## src/rtl/cu_seq_pkg.sv

```systemverilog
// Shared types for the control_unit operation sequencer: operation codes,
// the buffered command record and the sequencer FSM states.
package cu_seq_pkg;

    typedef enum logic [1:0] {
        OP_ADD = 2'b00,
        OP_SUB = 2'b01,
        OP_MUL = 2'b10,
        OP_AND = 2'b11
    } op_e;

    typedef struct packed {
        op_e        op;
        logic [3:0] a;
        logic [3:0] b;
    } cu_cmd_t;

    typedef enum logic {
        RUN  = 1'b0,
        HALT = 1'b1
    } seq_state_e;

    localparam int CMD_W = $bits(cu_cmd_t);

    // True when the 8-bit result is just the sign extension of its low nibble,
    // i.e. the value still fits a signed 4-bit number.
    function automatic logic sign_fits(input logic [3:0] hi, input logic lo_msb);
        return (hi == {4{lo_msb}});
    endfunction

    // Only the adder-based operations produce a meaningful carry-out.
    function automatic logic op_has_carry(input op_e op);
        return (op == OP_ADD) || (op == OP_SUB);
    endfunction

endpackage

```

## src/rtl/cu_cmd_fifo.sv

```systemverilog
// Command FIFO for the sequencer. Pointers carry one extra MSB so full and
// empty are told apart without a separate occupancy counter. The head is
// read straight from storage and forced to zero whenever the FIFO is empty.
module cu_cmd_fifo
    import cu_seq_pkg::*;
#(
    parameter int DEPTH = 4
) (
    input  logic    clk,
    input  logic    rst_n,
    input  logic    i_push,
    input  cu_cmd_t i_data,
    input  logic    i_pop,
    output logic    o_full,
    output logic    o_empty,
    output cu_cmd_t o_head
);

    localparam int AW = $clog2(DEPTH);

    cu_cmd_t       r_mem [DEPTH];
    logic [AW:0]   r_wrPtr;
    logic [AW:0]   r_rdPtr;

    logic [AW-1:0] w_wrIdx;
    logic [AW-1:0] w_rdIdx;
    logic          w_doPush;
    logic          w_doPop;

    assign w_wrIdx  = r_wrPtr[AW-1:0];
    assign w_rdIdx  = r_rdPtr[AW-1:0];

    assign o_empty  = (r_wrPtr == r_rdPtr);
    assign o_full   = (r_wrPtr[AW] != r_rdPtr[AW]) && (w_wrIdx == w_rdIdx);

    // A pop frees the head slot in the same cycle, so a push is still
    // accepted at full occupancy when it coincides with a pop.
    assign w_doPop  = i_pop && !o_empty;
    assign w_doPush = i_push && (!o_full || w_doPop);

    assign o_head   = o_empty ? cu_cmd_t'('0) : r_mem[w_rdIdx];

    // Storage write; contents need no reset because an empty FIFO masks the head.
    always_ff @(posedge clk) begin
        if (w_doPush) begin
            r_mem[w_wrIdx] <= i_data;
        end
    end

    // Pointer update; reset empties the FIFO and discards anything buffered.
    always_ff @(posedge clk) begin
        if (!rst_n) begin
            r_wrPtr <= '0;
            r_rdPtr <= '0;
        end else begin
            if (w_doPush) begin
                r_wrPtr <= r_wrPtr + (AW+1)'(1);
            end
            if (w_doPop) begin
                r_rdPtr <= r_rdPtr + (AW+1)'(1);
            end
        end
    end

endmodule

```

## src/rtl/cu_op_sequencer.sv

```systemverilog
// Sequential front end for the combinational control_unit. Commands are
// buffered in a FIFO, the head is presented on the cu_* outputs, and the
// control_unit results are captured into a valid/ready response register
// together with locally derived zero/overflow/carry flags.
//
// Build option CU_OVF_HALT_EN: when defined, capturing an overflowing result
// halts issue until halt_clr is pulsed. When undefined the sequencer never
// halts, halted is tied low and halt_clr is ignored.
module cu_op_sequencer
    import cu_seq_pkg::*;
#(
    parameter int DEPTH = 4,
    parameter int CNT_W = 8
) (
    input  logic             clk,
    input  logic             rst_n,

    input  logic             cmd_valid,
    output logic             cmd_ready,
    input  logic [1:0]       cmd_op,
    input  logic [3:0]       cmd_a,
    input  logic [3:0]       cmd_b,

    output logic             cu_ctrl1,
    output logic             cu_ctrl0,
    output logic [3:0]       cu_a,
    output logic [3:0]       cu_b,
    input  logic [3:0]       cu_resh,
    input  logic [3:0]       cu_resl,
    input  logic             cu_zero,
    input  logic             cu_ovf,
    input  logic             cu_cout,

    output logic             rsp_valid,
    input  logic             rsp_ready,
    output logic [1:0]       rsp_op,
    output logic [7:0]       rsp_res,
    output logic             rsp_zero,
    output logic             rsp_ovf,
    output logic             rsp_cout,

    output logic [CNT_W-1:0] issued_cnt,
    input  logic             halt_clr,
    output logic             halted
);

    seq_state_e       r_state;
    logic             r_rspValid;
    op_e              r_rspOp;
    logic [7:0]       r_rspRes;
    logic             r_rspZero;
    logic             r_rspOvf;
    logic             r_rspCout;
    logic [CNT_W-1:0] r_issuedCnt;
`ifdef CU_OVF_HALT_EN
    logic             r_halted;
`endif

    cu_cmd_t          w_pushCmd;
    cu_cmd_t          w_head;
    logic [1:0]       w_headOpBits;
    logic             w_full;
    logic             w_empty;
    logic             w_push;
    logic             w_issue;
    logic             w_rspFree;
    logic [7:0]       w_res;
    logic             w_zero;
    logic             w_ovf;
    logic             w_cout;
    logic             w_unused;

    // control_unit recomputes zero/overflow itself; those copies are not needed
    // here because the flags are derived from the captured result instead.
`ifdef CU_OVF_HALT_EN
    assign w_unused = ^{cu_zero, cu_ovf};
`else
    assign w_unused = ^{cu_zero, cu_ovf, halt_clr};
`endif

    assign w_pushCmd = '{op: op_e'(cmd_op), a: cmd_a, b: cmd_b};

    // cmd_ready depends only on FIFO state, never on cmd_valid.
    assign cmd_ready = !w_full;
    assign w_push    = cmd_valid && cmd_ready;

    cu_cmd_fifo #(
        .DEPTH (DEPTH)
    ) u_fifo (
        .clk     (clk),
        .rst_n   (rst_n),
        .i_push  (w_push),
        .i_data  (w_pushCmd),
        .i_pop   (w_issue),
        .o_full  (w_full),
        .o_empty (w_empty),
        .o_head  (w_head)
    );

    // The head is already zeroed by the FIFO when empty, so the control_unit
    // sees all-zero inputs whenever nothing is pending.
    assign w_headOpBits = w_head.op;
    assign cu_ctrl1     = w_headOpBits[1];
    assign cu_ctrl0     = w_headOpBits[0];
    assign cu_a         = w_head.a;
    assign cu_b         = w_head.b;

    // Flags for the value about to be captured, tied to the head's operation.
    assign w_res  = {cu_resh, cu_resl};
    assign w_zero = (w_res == 8'h00);
    assign w_ovf  = (w_head.op != OP_AND) && !sign_fits(cu_resh, cu_resl[3]);
    assign w_cout = op_has_carry(w_head.op) && cu_cout;

    // Issue when a command waits and the response slot is empty or being drained.
    assign w_rspFree = !r_rspValid || rsp_ready;
    assign w_issue   = (r_state == RUN) && !w_empty && w_rspFree;

    // Sequencer FSM with the response register and issue counter.
    always_ff @(posedge clk) begin
        if (!rst_n) begin
            r_state     <= RUN;
            r_rspValid  <= 1'b0;
            r_rspOp     <= OP_ADD;
            r_rspRes    <= '0;
            r_rspZero   <= 1'b0;
            r_rspOvf    <= 1'b0;
            r_rspCout   <= 1'b0;
            r_issuedCnt <= '0;
`ifdef CU_OVF_HALT_EN
            r_halted    <= 1'b0;
`endif
        end else begin
            if (w_issue) begin
                r_rspValid  <= 1'b1;
                r_rspOp     <= w_head.op;
                r_rspRes    <= w_res;
                r_rspZero   <= w_zero;
                r_rspOvf    <= w_ovf;
                r_rspCout   <= w_cout;
                r_issuedCnt <= r_issuedCnt + CNT_W'(1);
            end else if (rsp_ready) begin
                r_rspValid  <= 1'b0;
            end

            unique case (r_state)
                RUN: begin
`ifdef CU_OVF_HALT_EN
                    if (w_issue && w_ovf) begin
                        r_state  <= HALT;
                        r_halted <= 1'b1;
                    end
`endif
                end
                HALT: begin
`ifdef CU_OVF_HALT_EN
                    if (halt_clr) begin
                        r_state  <= RUN;
                        r_halted <= 1'b0;
                    end
`else
                    r_state <= RUN;
`endif
                end
                default: begin
                    r_state <= RUN;
                end
            endcase
        end
    end

    assign rsp_valid  = r_rspValid;
    assign rsp_op     = r_rspOp;
    assign rsp_res    = r_rspRes;
    assign rsp_zero   = r_rspZero;
    assign rsp_ovf    = r_rspOvf;
    assign rsp_cout   = r_rspCout;
    assign issued_cnt = r_issuedCnt;

`ifdef CU_OVF_HALT_EN
    assign halted = r_halted;
`else
    assign halted = 1'b0;
`endif

endmodule
```

## config.mk

```make
export PLATFORM = sky130hd
export DESIGN_NAME = cu_op_sequencer
export DESIGN_NICKNAME = d
export VERILOG_FILES = /design/src/rtl/cu_seq_pkg.sv /design/src/rtl/cu_cmd_fifo.sv /design/src/rtl/cu_op_sequencer.sv
export SDC_FILE = /design/constraint.sdc
export NUM_CORES = 1
export LEC_CHECK = 0
export BUFFER_PORTS_ARGS = -buffer_cell sky130_fd_sc_hd__buf_2
export CAP_MARGIN = 20
export CORE_ASPECT_RATIO = 1.5
export CORE_MARGIN = 2
export CORE_UTILIZATION = 40
export DETAILED_ROUTE_END_ITERATION = 7
export SLEW_MARGIN = 20
export SYNTH_ARGS = -nofsm -noshare
export SYNTH_HDL_FRONTEND = slang
export SYNTH_SLANG_ARGS = --single-unit
export TNS_END_PERCENT = 50
```

## constraint.sdc

```tcl
create_clock -name clk -period 2.3 [get_ports clk]
set_input_delay 0.345 -clock clk [delete_from_list [all_inputs] [get_ports clk]]
set_output_delay 0.345 -clock clk [all_outputs]
set_load 0.01 [all_outputs]
```

# Yosys cells after proc, flatten, opt, wreduce, memory -nomap -nowiden

Memory sizes are Yosys's and may differ from the RTL's. A register that Yosys moved wholly into a read port is not among the register bits.
Index checks and enable logic that the tools add are counted.

$mul: 0
Muxes and demuxes: 7
$add $sub $neg: 3
Eq/ne operators: 6
Order comparisons: 0
Reductions and logical operators: 17
Div/mod/pow operators: 0
Shift operators: 0
Bitwise logic cells: 0

Operators with widths:

| operator              | count |
|---|---|
| $mux W10              | 1 |
| $add A8 B1 Y8 const B | 1 |
| $logic_not A8 Y1      | 1 |
| $logic_and A1 B1 Y1   | 7 |
| $add A3 B1 Y3 const B | 2 |
| $eq A4 B4 Y1          | 1 |
| $logic_not A1 Y1      | 4 |
| $mux W1               | 4 |
| $mux W2               | 2 |
| $eq A3 B3 Y1          | 1 |
| $logic_or A1 B1 Y1    | 3 |
| $eq A2 B1 Y1 const B  | 1 |
| $eq A2 B2 Y1          | 1 |
| $logic_not A2 Y1      | 1 |
| $ne A2 B2 Y1 const B  | 1 |
| $reduce_bool A2 Y1    | 1 |
| $ne A1 B1 Y1          | 1 |

Word-level logic and storage cells: 43
Bits of input ports: 26
Register bits: 28
Latch bits: 0
RAM bits: 40
Memories: 1
Memory bits (read-only): 0

Memories:

| memory       | words | bits a word | rd ports | clocked after Yosys merged registers in | wr ports | line              | RTL |
|---|---|---|---|---|---|---|---|
| u_fifo.r_mem | 4     | 10          | 1        | 1                                       | 1        | cu_cmd_fifo.sv:21 | `cu_cmd_t r_mem [DEPTH];` |

# Depth between registers and ports, before layout

Gate-level depths: netlist of run 1.

Depth in word-level cells: 8
Gate-level depth with buffers: 5
Mapped depth without buffers: 4

# Hierarchy

A second synthesis of run 1 with hierarchy kept.

Cell total of the unflattened synthesis: 226
Area, all modules: 3021.6 µm²

By module, submodules not included:

| module          | times used | area an instance (µm²) | cells an instance |
|---|---|---|---|
| cu_cmd_fifo     | 1          | 1991.9                 | 116 |
| cu_op_sequencer | 1          | 1029.7                 | 110 |

# Worst setup path after synthesis of run 1

OpenSTA, ideal clock, no wires.

Kind: reg-to-reg
Start point: reg u_fifo.r_wrPtr[1]
End point: mem u_fifo.r_mem[3][0] (netlist bit) (enable)
Path buffers: 0
Setup time: 0.347 ns
Data arrival time: 1.278 ns
Path slack: 0.675 ns
Stages on the path, launching flop included: 4
Cells stage by stage: dfxtp_1 > xor2_2 > o31a_2 > and2_1

Longest elaborated chain between the ends: 8

Ends and longest elaborated chain:

| item                          | line                                      | RTL |
|---|---|---|
| start, declared               | cu_cmd_fifo.sv:22                         | `logic [AW:0] r_wrPtr;` |
| start signal, assigned        | cu_cmd_fifo.sv:57                         | `r_wrPtr <= r_wrPtr + (AW+1)'(1);` |
| $eq A3 B3 Y1                  | cu_cmd_fifo.sv:33                         | `assign o_empty = (r_wrPtr == r_rdPtr);` |
| $logic_not A1 Y1              | cu_cmd_fifo.sv:38, cu_op_sequencer.sv:116 |  |
| $logic_and A1 B1 Y1           | cu_op_sequencer.sv:116                    | `assign w_issue = (r_state == RUN) && !w_empty && w_rspFree;` |
| $logic_and A1 B1 Y1           | cu_cmd_fifo.sv:38                         | `assign w_doPop = i_pop && !o_empty;` |
| $logic_or A1 B1 Y1            | cu_cmd_fifo.sv:39                         | `assign w_doPush = i_push && (!o_full \|\| w_doPop);` |
| $logic_and A1 B1 Y1           | cu_cmd_fifo.sv:39                         |  |
| $mux W1                       | cu_cmd_fifo.sv:45                         | `if (w_doPush) begin` |
| $mux W1 (implied by the code) | cu_cmd_fifo.sv:46                         | `r_mem[w_wrIdx] <= i_data;` |
| end, declared                 | cu_cmd_fifo.sv:21                         |  |

Parallel ways exist; a longest one is shown, timed or not.

==> results of run 1 <==
-- how the worst max path moves through the flow --
stage                                   start                           end
6_report                             register                       cu_a[1]
5_1_grt                              register                       cu_a[1]
4_1_cts                              register                       cu_a[1]
3_5_place_dp                         register                       cu_a[1]
3_3_place_gp                         register                       cu_a[3]
2_1_floorplan  u_fifo.r_wrPtr[1]$_SDFFE_PN0P_  u_fifo.r_mem[3][0]$_DFFE_PP_
-- cell families (layout without fill, tap and decap cells) --
| group | Yosys count | after routing |
|---|---|---|
| AO/OA/AOI/OAI | 30 | 30 |
| other | 1 | 1 |
| flip-flops | 70 | 70 |
| XOR/XNOR | 7 | 7 |
| multiplexers | 14 | 14 |
| AND/OR/NAND/NOR | 77 | 77 |
| adder cells (fa/ha/maj) | 6 | 6 |
| buffers and inverters | 12 | 81 |
-- cell usage after synthesis (4+ instances only) --
cell type | n | share of area
and2_1 | 8 | 0.017
edfxtp_1 | 40 | 0.41
buf_4 | 4 | 0.010
clkbuf_1 | 5 | 0.0064
nand2_1 | 33 | 0.042
xnor2_1 | 4 | 0.012
ha_1 | 6 | 0.026
mux4_2 | 10 | 0.077
nand2b_1 | 4 | 0.0085
dfxtp_1 | 30 | 0.20
nand3_1 | 6 | 0.010
mux2i_1 | 4 | 0.014
a21boi_1 | 16 | 0.041
nor2b_1 | 12 | 0.026
-- final cells by class --
cell class	instances	area, µm²	share of cell area
Sequential cell	70	1800	0.512
Multi-Input combinational cell	135	1060	0.302
Timing Repair Buffer	65	350	0.0996
Clock buffer	12	135	0.0384
Tap cell	100	125	0.0356
Clock inverter	2	35.0	0.00996
Inverter	2	7.51	0.00213
-- metal layers --
layer | vias to the layer above | wire length (µm) | GRT usage
li1 | 908 | - | -
met1 | 870 | 2240 | 0.172
met2 | 48 | 2830 | 0.247
met3 | 9 | 191 | 0.0287
met4 | 0 | 147 | 0.0948
met5 | - | 0 | 0
-- state kept, by name, summed over array words and instances (netlist names), named ones only --
name,cells
rsp_res,8
rsp_ovf,1
u_fifo.r_rdPtr,3
rsp_valid,1
rsp_op,2
u_fifo.r_wrPtr,3
u_fifo.r_mem,40
rsp_cout,1
rsp_zero,1
issued_cnt,8
-- per-stage QoR --
stage / hold WS [ps] / area (µm²) / power, mW
6_report: 226 / 3520 / 3.70
5_1_grt: 214 / 3520 / 3.93
4_1_cts: 207 / 3520 / 3.78
3_5_place_dp: 445 / 3350 / 2.88
3_3_place_gp: 438 / 3350 / 2.86
2_1_floorplan: 444 / 2930 / 2.44
-- critical path: cells and delay by family, from the launching register on --
kind	cells	cell delay (ps)
buffers and inverters	2	390
DFF	1	440
and+or+nand+nor	1	150
muxes	1	510
-- power by group --
| part | internal, mW | switching, mW | total (mW) |
|---|---|---|---|
| combinational | 0.549 | 0.655 | 1.20 |
| sequential | 1.49 | 0.123 | 1.61 |
| clock | 0.488 | 0.398 | 0.887 |
==> results by group, run 1 <==
Synthesis
  • Net Count, Synth: between 200 and 250
  • Mux cell area share after synthesis: 0.0905
  • Area share of fa/ha/maj cells after synthesis: 0.0256
  • Post-synth ARST share: 0
  • Largest family of logic cells by synthesized area: simple AND/OR/NAND/NOR gates
  • Synth Area in Compound Gates: 0.0794
  • Synth cell types: 35
  • Fraction of synthesized cell area in xor and xnor cells: 0.0286
  • Average cell area after synthesis: roughly 14 µm²
  • Sequential element share of the synthesized area: 0.615
  • Synth Flop Type: edfxtp_1
  • Number of flops mapped to enable cells by yosys: 40
  • Simple-gate share of the synthesized area: 0.137
  • Synthesis Warnings: 0
  • Mapped Area: slightly below 3000 µm²
  • Cells after synthesis: roughly 220
  • Seq cells post-synth: 70

Floorplan
  • Die ar.: around 8000 µm²
  • Chip height: between 100 and 150 µm
  • Starting Density: 0.408
  • Core Area: roughly 7200 µm²
  • Ports: 60
  • DIE WIDTH: approximately 74 µm
  • Row count: 38

STA
  • Worst rel slew slack: 0.636
  • Final Hold Viols: 0
  • # setup viols final: 0
  • Least-Margin Pin Slew: between 500 and 600 ps
  • RSZ-0062 raised after global routing: no
  • Slew Viols, Final: 0
  • Final TNS setup: 0 ps
  • Fin crit share: 0.946
  • Tmin final: approximately 2200 ps
  • Max Fclk: roughly 460 MHz
  • Max Clock Skew: between 5 and 6 ps
  • Post-route setup slack: 125 ps

Routing
  • Detail Route Antenna Nets: 0
  • Vias: roughly 1.8k
  • Final wirelength: approximately 5400 µm
  • Initial DRC Count: 50
  • Residual DRC count: 0
  • WL per Instance: 14.0 µm
  • Pre-Repair DR Iteration Count: 4
  • Post-DR vias/cell: 4.75

Finish
  • Commonest cells after routing, fill and taps aside: buf_2 (55), edfxtp_1 (40), nand2_1 (33), dfxtp_1 (30), a21boi_1 (16)
  • Fill cells: ~670
  • Share of layout cells above drive strength 1: 0.325
  • Layout Utilization: 0.490
  • Ant diodes: 0
  • Nets: 315
  • Most common cell after layout, fill and taps aside: buf_2
  • P&R area growth vs syn: 20.0%
  • Non-filler cells, final: roughly 390

Clock tree
  • Sink Count: 70
  • CTS tree: built
  • Post-cts resize count: 0
  • CTS Buf Count: 9
  • Clk Tree Root Cell: clkbuf_8
  • Clock-pin slew on the worst setup and hold paths: 70 ps
  • Clock latency on the worst-skew pair: approximately 330 ps
  • Clock Path Buffers: 2
  • # hold bufs at CTS: 0
  • Setup Buffers After CTS: 0
  • # H-tree levels: 3

Hold path
  • Worst hold endpoint: u_fifo.r_mem[2][5]$_DFFE_PP_
  • Worst hold stages: 1
  • HP Start: cmd_a[1]
  • Min-delay worst type: input port to register

Pwr
  • Lkg Pwr: approximately 1.4 nW
  • Power Dens Cells: around 1100 nW/µm²
  • Worst IR Drop VDD: roughly 0.67 mV

Placed design
  • Routability cong.: around 0.7
  • Pre-CTS setup slack: roughly 460 ps
  • DPL Wire Length: 3800 µm
  • Port bufs: between 50 and 60
  • DP Cell Count: between 300 and 400

Job
  • Max-Cap Viols: 0

Setup path
  • Critical Path Max Stage Delay: just over 500 ps
  • CP Max Fanout: 7
  • Worst-path cell chain: buf_4, mux4_2, nor2b_1, buf_2
  • Reg-to-Reg End: issued_cnt[6]$_SDFFE_PN0P_
  • R2r startpoint: u_fifo.r_wrPtr[1]$_SDFFE_PN0P_
  • Worst EP required: around 2000 ps
  • Worst setup SP type: register
  • Register-to-Register Path Depth: 5
  • Crit. End Element: output port
  • Crit path kind: register to output port
  • Critical path's slowest cell: mux4_2
  • Worst R2R Setup Slack: 580 ps
  • Arrival time worst endpoint: ~1800 ps

Global route
  • Vias in the first global route: 1816
  • Total grt overflow: 0
  • First-pass GRT wire length: about 8700 µm
  • GR Util All Layers: 0.149
  • Initial antenna violation count: 0
  • Largest net degree at the start of global routing: 25

Outcome
  • Status: complete, no violations
Power figures use the tool's default switching activity.
==> inputs of run 2 (changes only) <==
Settings changed: ABC_AREA from default to 1.
Clock period 2.3 ns to 2.8 ns, I/O delays scaled along.
==> results by group, run 2 <==
Global route
  • Largest net degree at the start of global routing: 25 (unchanged)
  • First-pass GRT wire length: 10300 µm (+19%)
  • Total grt overflow: 0 (unchanged)
  • Vias in the first global route: 2300 (+27%)
  • GR Util All Layers: 0.163 (+0.0147)
  • Initial antenna violation count: 0 (unchanged)

Finish
  • Fill cells: 744 (+11%)
  • Max reg flops: 40 (unchanged)
  • Biggest register: u_fifo.r_mem
  • Share of layout cells above drive strength 1: 0.210 (-0.115)
  • Commonest cells after routing, fill and taps aside: nand2_1 (63), nor2_1 (61), buf_2 (55), edfxtp_1 (40), inv_1 (39)
  • P&R area growth vs syn: 22.4%
  • Nets: 427 (+36%)
  • Most common cell after layout, fill and taps aside: nand2_1
  • Ant diodes: 0 (unchanged)
  • Design area: 3740 µm² (+6.3%)

Floorplan
  • Core Area: 7510 µm² (+4.7%)
  • Row count: 39 (+2.6%)
  • Chip height: 111 µm (+2.0%)
  • Starting Density: 0.406 (-0.00207)
  • Ports: 60 (unchanged)
  • Die ar.: 8360 µm² (+3.9%)
  • DIE WIDTH: 75.3 µm (+1.9%)

Synthesis
  • Largest cells by area after synthesis: edfxtp_1 (39%), dfxtp_1 (20%), nand2_1 (7.7%)
  • Top-count cell post-synth: nand2_1
  • Yosys top cell area share: 0.393 (-0.0163)
  • Most frequent cells after synthesis: nand2_1 (63), nor2_1 (61), edfxtp_1 (40)
  • Synth cell types: 27 (-23%)
  • Sequential element share of the synthesized area: 0.590 (-0.0244)
  • Seq cells post-synth: 70 (unchanged)
  • Net Count, Synth: 368 (+48%)
  • Number of flops mapped to enable cells by yosys: 40 (unchanged)
  • Cells after synthesis: 336 (+55%)
  • Synthesis Warnings: 0 (unchanged)
  • Synth Flop Type: edfxtp_1
  • Average cell area after synthesis: 9.09 µm² (-33%)
  • Post-synth top area cell: edfxtp_1
  • Mapped Area: 3050 µm² (+4.1%)
  • Post-synth ARST share: 0 (unchanged)

Clock tree
  • # hold bufs at CTS: 0 (unchanged)
  • CTS Buf Count: 9 (unchanged)
  • Post-cts resize count: 0 (unchanged)
  • # H-tree levels: 3 (unchanged)
  • Clock latency on the worst-skew pair: 320 ps (about the same)
  • CTS tree: built
  • Sink Count: 70 (unchanged)
  • Setup Buffers After CTS: 0 (unchanged)
  • Clock-pin slew on the worst setup and hold paths: 60 ps (about the same)
  • Clock Path Buffers: 2 (unchanged)
  • Clk Tree Root Cell: clkbuf_16

STA
  • RSZ-0062 raised after global routing: no
  • Final TNS setup: 0 ps (unchanged)
  • Fin crit share: 0.722
  • Slew Viols, Final: 0 (unchanged)
  • Final Hold Viols: 0 (unchanged)
  • # setup viols final: 0 (unchanged)
  • Max Clock Skew: 2.14 ps (-3.06 ps)
  • Tmin final: between 2000 and 2500 ps
  • Max Fclk: between 400 and 500 MHz

Routing
  • Vias: 2379 (+30%)
  • Pre-Repair DR Iteration Count: 4 (unchanged)
  • Final wirelength: 6360 µm (+18%)
  • WL per Instance: 12.7 µm (-9.4%)
  • Post-DR vias/cell: 4.74 (-0.31%)
  • Residual DRC count: 0 (unchanged)
  • Detail Route Antenna Nets: 0 (unchanged)
  • Initial DRC Count: 130 (+160%)

Placed design
  • Area after DPL: 3410 µm² (+2.0%)
  • Routability cong.: 0.730 (+2.3%)
  • DPL Wire Length: 4260 µm (+12%)
  • Port bufs: 55 (unchanged)

Setup path
  • Most used cell, CP: inv_1
  • CP Max Fanout: 12 (+5)
  • Worst setup SP type: register
  • Worst-path cell chain: buf_4, inv_1, o21ai_0, o22ai_1, nand2_1, inv_1, buf_2
  • Crit. End Element: output port
  • Arrival time worst endpoint: 1600 ps (-230 ps)
  • Crit path kind: register to output port
  • Worst EP required: 2380 ps (+420 ps)
  • Worst R2R Setup Slack: 1090 ps (+510 ps)
  • Critical Path Max Stage Delay: 300 ps (-210 ps)
  • Critical path's slowest cell: dfxtp_1

Job
  • Max-Cap Viols: 0 (unchanged)

Pwr
  • Power Dens Cells: 1020 nW/µm² (-3.5%)
  • Worst IR Drop VDD: 0.538 mV (-20%)
  • Lkg Pwr: 1.71 nW (+26%)

Hold path
  • Min-delay worst type: input port to register

Outcome
  • Status: complete, no violations
## run 2: changes by cell type in the layout (fill, tap and decap cells not counted), sizes merged, moves of 6 or more
| cell | delta |
|---|---|
| nor2b | -12 |
| o22ai | +8 |
| a21boi | -19 |
| nor2 | +60 |
| a21oi | +12 |
| nand2 | +32 |
| nand3 | +6 |
| and2 | -8 |
| o21ai | +28 |
| inv | +41 |
| mux4 | -10 |
## run 2: kinds of logic after synthesis
logic type / count (synthesis) / share of synthesized area
xor gates and xnor gates: 6 / 0.0172
AOI/OAI and AO/OA: 53 / 0.0902
DFF: 70 / 0.590
and+or+nand+nor: 143 / 0.192
adders and majority gates: 6 / 0.0246
other: 1 / 0.00123
buffers and inverters: 57 / 0.0844
## run 2: worst paths after layout
check	from	endpoint	cells past startpoint
worst max-delay path	register	cu_a[2]	7
worst min-delay path	cmd_b[2]	u_fifo.r_mem[0][2]$_DFFE_PP_	1
worst max register to register	u_fifo.r_wrPtr[0]$_SDFFE_PN0P_	rsp_zero$_SDFFE_PN0P_	8
worst min register to register	rsp_cout$_SDFFE_PN0P_	rsp_cout$_SDFFE_PN0P_	2
## run 2: through the flow
step	worst slack, ps	hold WS [ps]	power (mW)	util	instances
floorplan	1020	478	2.26	-	336
global placement	1090	450	2.61	0.454	486
detailed placement	1070	458	2.63	0.454	486
CTS	736	302	3.85	0.497	502
global route	602	298	4.08	0.497	502
finish	779	311	3.80	0.497	502
## run 2: layout make-up
cell class	count	area (µm²)	area share
sequential	70	1800	0.482
inverter	43	164	0.0439
clock buffer	9	225	0.0603
multi-input combinational	209	993	0.266
tap	102	128	0.0341
timing repair buffer	62	328	0.0877
clock inverter	7	97.6	0.0261
## run 2: layer usage
metal  share of wire  GRT usage  vias up
met5               0          0        -
met4           0.012     0.0526        0
met3           0.050     0.0473        7
met2            0.54      0.288       57
met1            0.40      0.182     1103
li1                -          -     1212
## run 2: where the power goes
| group | switching (mW) | internal [mW] |
|---|---|---|
| registers | 0.0914 | 1.25 |
| clock network | 0.420 | 0.781 |
| logic | 0.822 | 0.430 |
| total | 1.33 | 2.46 |
## run 2: worst max-delay path, delay by kind of cell, from the launching register on
kind | cells | cell delay [ps]
and+or+nand+nor | 1 | 70
buffers and inverters | 4 | 620
DFF | 1 | 300
AOI/OAI and AO/OA | 2 | 290
==> inputs of run 3 (changes only) <==
Clock period 2.8 ns to 1.9 ns, I/O delays scaled along.
==> results by group, run 3 (synthesis results as in run 2) <==
Setup path
  • Reg-to-Reg End: u_fifo.r_mem[3][5]$_DFFE_PP_
  • CP Max Fanout: 11 (-1)
  • Worst EP required: 1620 ps (-760 ps)
  • R2r startpoint: u_fifo.r_rdPtr[1]$_SDFFE_PN0N_
  • Crit. End Element: output port
  • Worst R2R Setup Slack: 320 ps (-770 ps)
  • Worst setup SP type: register
  • Crit path kind: register to output port
  • Register-to-Register Path Depth: 7 (-1)
  • Arrival time worst endpoint: 1450 ps (-150 ps)

STA
  • # setup viols final: 0 (unchanged)
  • Slew Viols, Final: 0 (unchanged)
  • Max Fclk: approximately 580 MHz
  • RSZ-0062 raised after global routing: no
  • Tmin final: 1740 ps
  • Final TNS setup: 0 ps (unchanged)
  • Final hold slack: 172 ps (-138 ps)
  • Max Clock Skew: 5.53 ps (+3.39 ps)
  • Fin crit share: 0.915
  • Final Hold Viols: 0 (unchanged)

Finish
  • Share of layout cells above drive strength 1: 0.221 (+0.0108)
  • Ant diodes: 0 (unchanged)
  • Nets: 430 (+0.70%)
  • Non-filler cells, final: 505 (+0.60%)
  • P&R area growth vs syn: 23.6%
  • Biggest register: u_fifo.r_mem
  • Commonest cells after routing, fill and taps aside: nand2_1 (62), nor2_1 (61), buf_2 (55), edfxtp_1 (40), inv_1 (39)
  • Max reg flops: 40 (unchanged)
  • Fill cells: 762 (+2.4%)
  • Most common cell after layout, fill and taps aside: nand2_1

Routing
  • Post-DR vias/cell: 4.70 (-0.89%)
  • Residual DRC count: 0 (unchanged)
  • Final wirelength: 6490 µm (+2.0%)
  • Initial DRC Count: 133 (+2.3%)
  • Detail Route Antenna Nets: 0 (unchanged)
  • WL per Instance: 12.9 µm (+1.4%)
  • Vias: 2372 (-0.29%)
  • Pre-Repair DR Iteration Count: 4 (unchanged)

Clock tree
  • # hold bufs at CTS: 0 (unchanged)
  • Clock Path Buffers: 2 (unchanged)
  • Clock latency on the worst-skew pair: 330 ps (about the same)
  • CTS Buf Count: 9 (unchanged)
  • Clock-pin slew on the worst setup and hold paths: 50 ps (about the same)
  • Sink Count: 70 (unchanged)
  • CTS tree: built
  • Clk Tree Root Cell: clkbuf_16
  • # H-tree levels: 3 (unchanged)

Floorplan
  • Die ar.: 8360 µm² (unchanged)
  • Ports: 60 (unchanged)
  • Chip height: 111 µm (unchanged)
  • Starting Density: 0.406 (unchanged)
  • DIE WIDTH: 75.3 µm (unchanged)
  • Core Area: 7510 µm² (unchanged)
  • Row count: 39 (unchanged)

Placed design
  • DP Cell Count: 488 (+0.41%)
  • Port bufs: 55 (unchanged)
  • DPL Wire Length: 4340 µm (+2.1%)
  • Routability cong.: 0.748 (+2.4%)

Hold path
  • Worst hold endpoint: u_fifo.r_mem[1][9]$_DFFE_PP_
  • Worst hold stages: 1 (unchanged)
  • Min-delay worst type: input port to register
  • HP Start: cmd_op[1]

Global route
  • GR Util All Layers: 0.173 (+0.00964)
  • Total grt overflow: 0 (unchanged)
  • Initial antenna violation count: 0 (unchanged)
  • Largest net degree at the start of global routing: 24 (-4.0%)
  • Vias in the first global route: 2368 (+3.0%)
  • First-pass GRT wire length: 10600 µm (+3.1%)

Pwr
  • Lkg Pwr: 1.73 nW (+1.5%)
  • Worst IR Drop VDD: 0.771 mV (+43%)
  • Tot Pwr: 5.67 mW (+49%)
  • Power Dens Cells: 1500 nW/µm² (+48%)

Job
  • Max-Cap Viols: 0 (unchanged)

Outcome
  • Status: complete, no violations
run 3: changes by cell type in the layout (fill, tap and decap cells not counted), sizes merged:
cell | previous run | this run
inv | 43 | 42
clkbuf | 9 | 13
clkinvlp | 2 | 0
buf | 62 | 65
bufinv | 2 | 1
run 3: critical path, cell delays in order, from the launching register on:
cell,delay [ps]
dfxtp_1,310
inv_1,290
o21ai_0,160
o22ai_1,130
nand2_1,70
inv_1,50
buf_2,120
run 3: layout make-up:
class	count	area, µm²	share of cell area
Sequential cell	70	1810	0.478
Tap cell	102	128	0.0338
Clock inverter	3	38.8	0.0103
Clock buffer	13	282	0.0746
Multi-Input combinational cell	209	996	0.264
Timing Repair Buffer	65	362	0.0958
Inverter	43	164	0.0434
run 3: how the worst max path moves through the flow:
stage | from | endpoint | slack, ps
CTS | u_fifo.r_wrPtr[1]$_SDFFE_PN0P_ | cu_b[3] | 10
floorplan | u_fifo.r_wrPtr[1]$_SDFFE_PN0P_ | u_fifo.r_mem[0][0]$_DFFE_PP_ | 120
detailed placement | u_fifo.r_wrPtr[0]$_SDFFE_PN0P_ | u_fifo.r_mem[3][5]$_DFFE_PP_ | 250
finish | register | cu_b[3] | 160
global route | register | cu_b[1] | 7
global placement | u_fifo.r_wrPtr[0]$_SDFFE_PN0P_ | u_fifo.r_mem[3][5]$_DFFE_PP_ | 280
run 3: timing repair:
action / CTS / global route
resized for setup: 1 / 6
pin swaps: 0 / 1
buffers inserted: 0 / 1
endpoints found under the setup margin: 6 / 9
cloned: 0 / 0
run 3: power by group:
group	leakage [nW]	internal (mW)	total (mW)	switching, mW
clock network	0.158	1.16	1.75	0.586
registers	0.615	1.85	1.98	0.135
logic	0.959	0.708	1.94	1.23
run 3: stage by stage:
step	utilization	setup WS, ps	cell area, µm²
final	0.502	162	3770
after CTS	0.499	11.0	3750
after global placement	0.456	281	3430
after detailed placement	0.456	253	3430
after global routing	0.502	6.98	3770
after floorplan	-	120	3050
run 3: per-layer routing:
layer	vias up	GRT usage	part of all wire
li1	1217	-	-
met3	8	0.0627	0.046
met1	1098	0.180	0.40
met5	-	0	0
met2	49	0.301	0.54
met4	0	0.0713	0.021
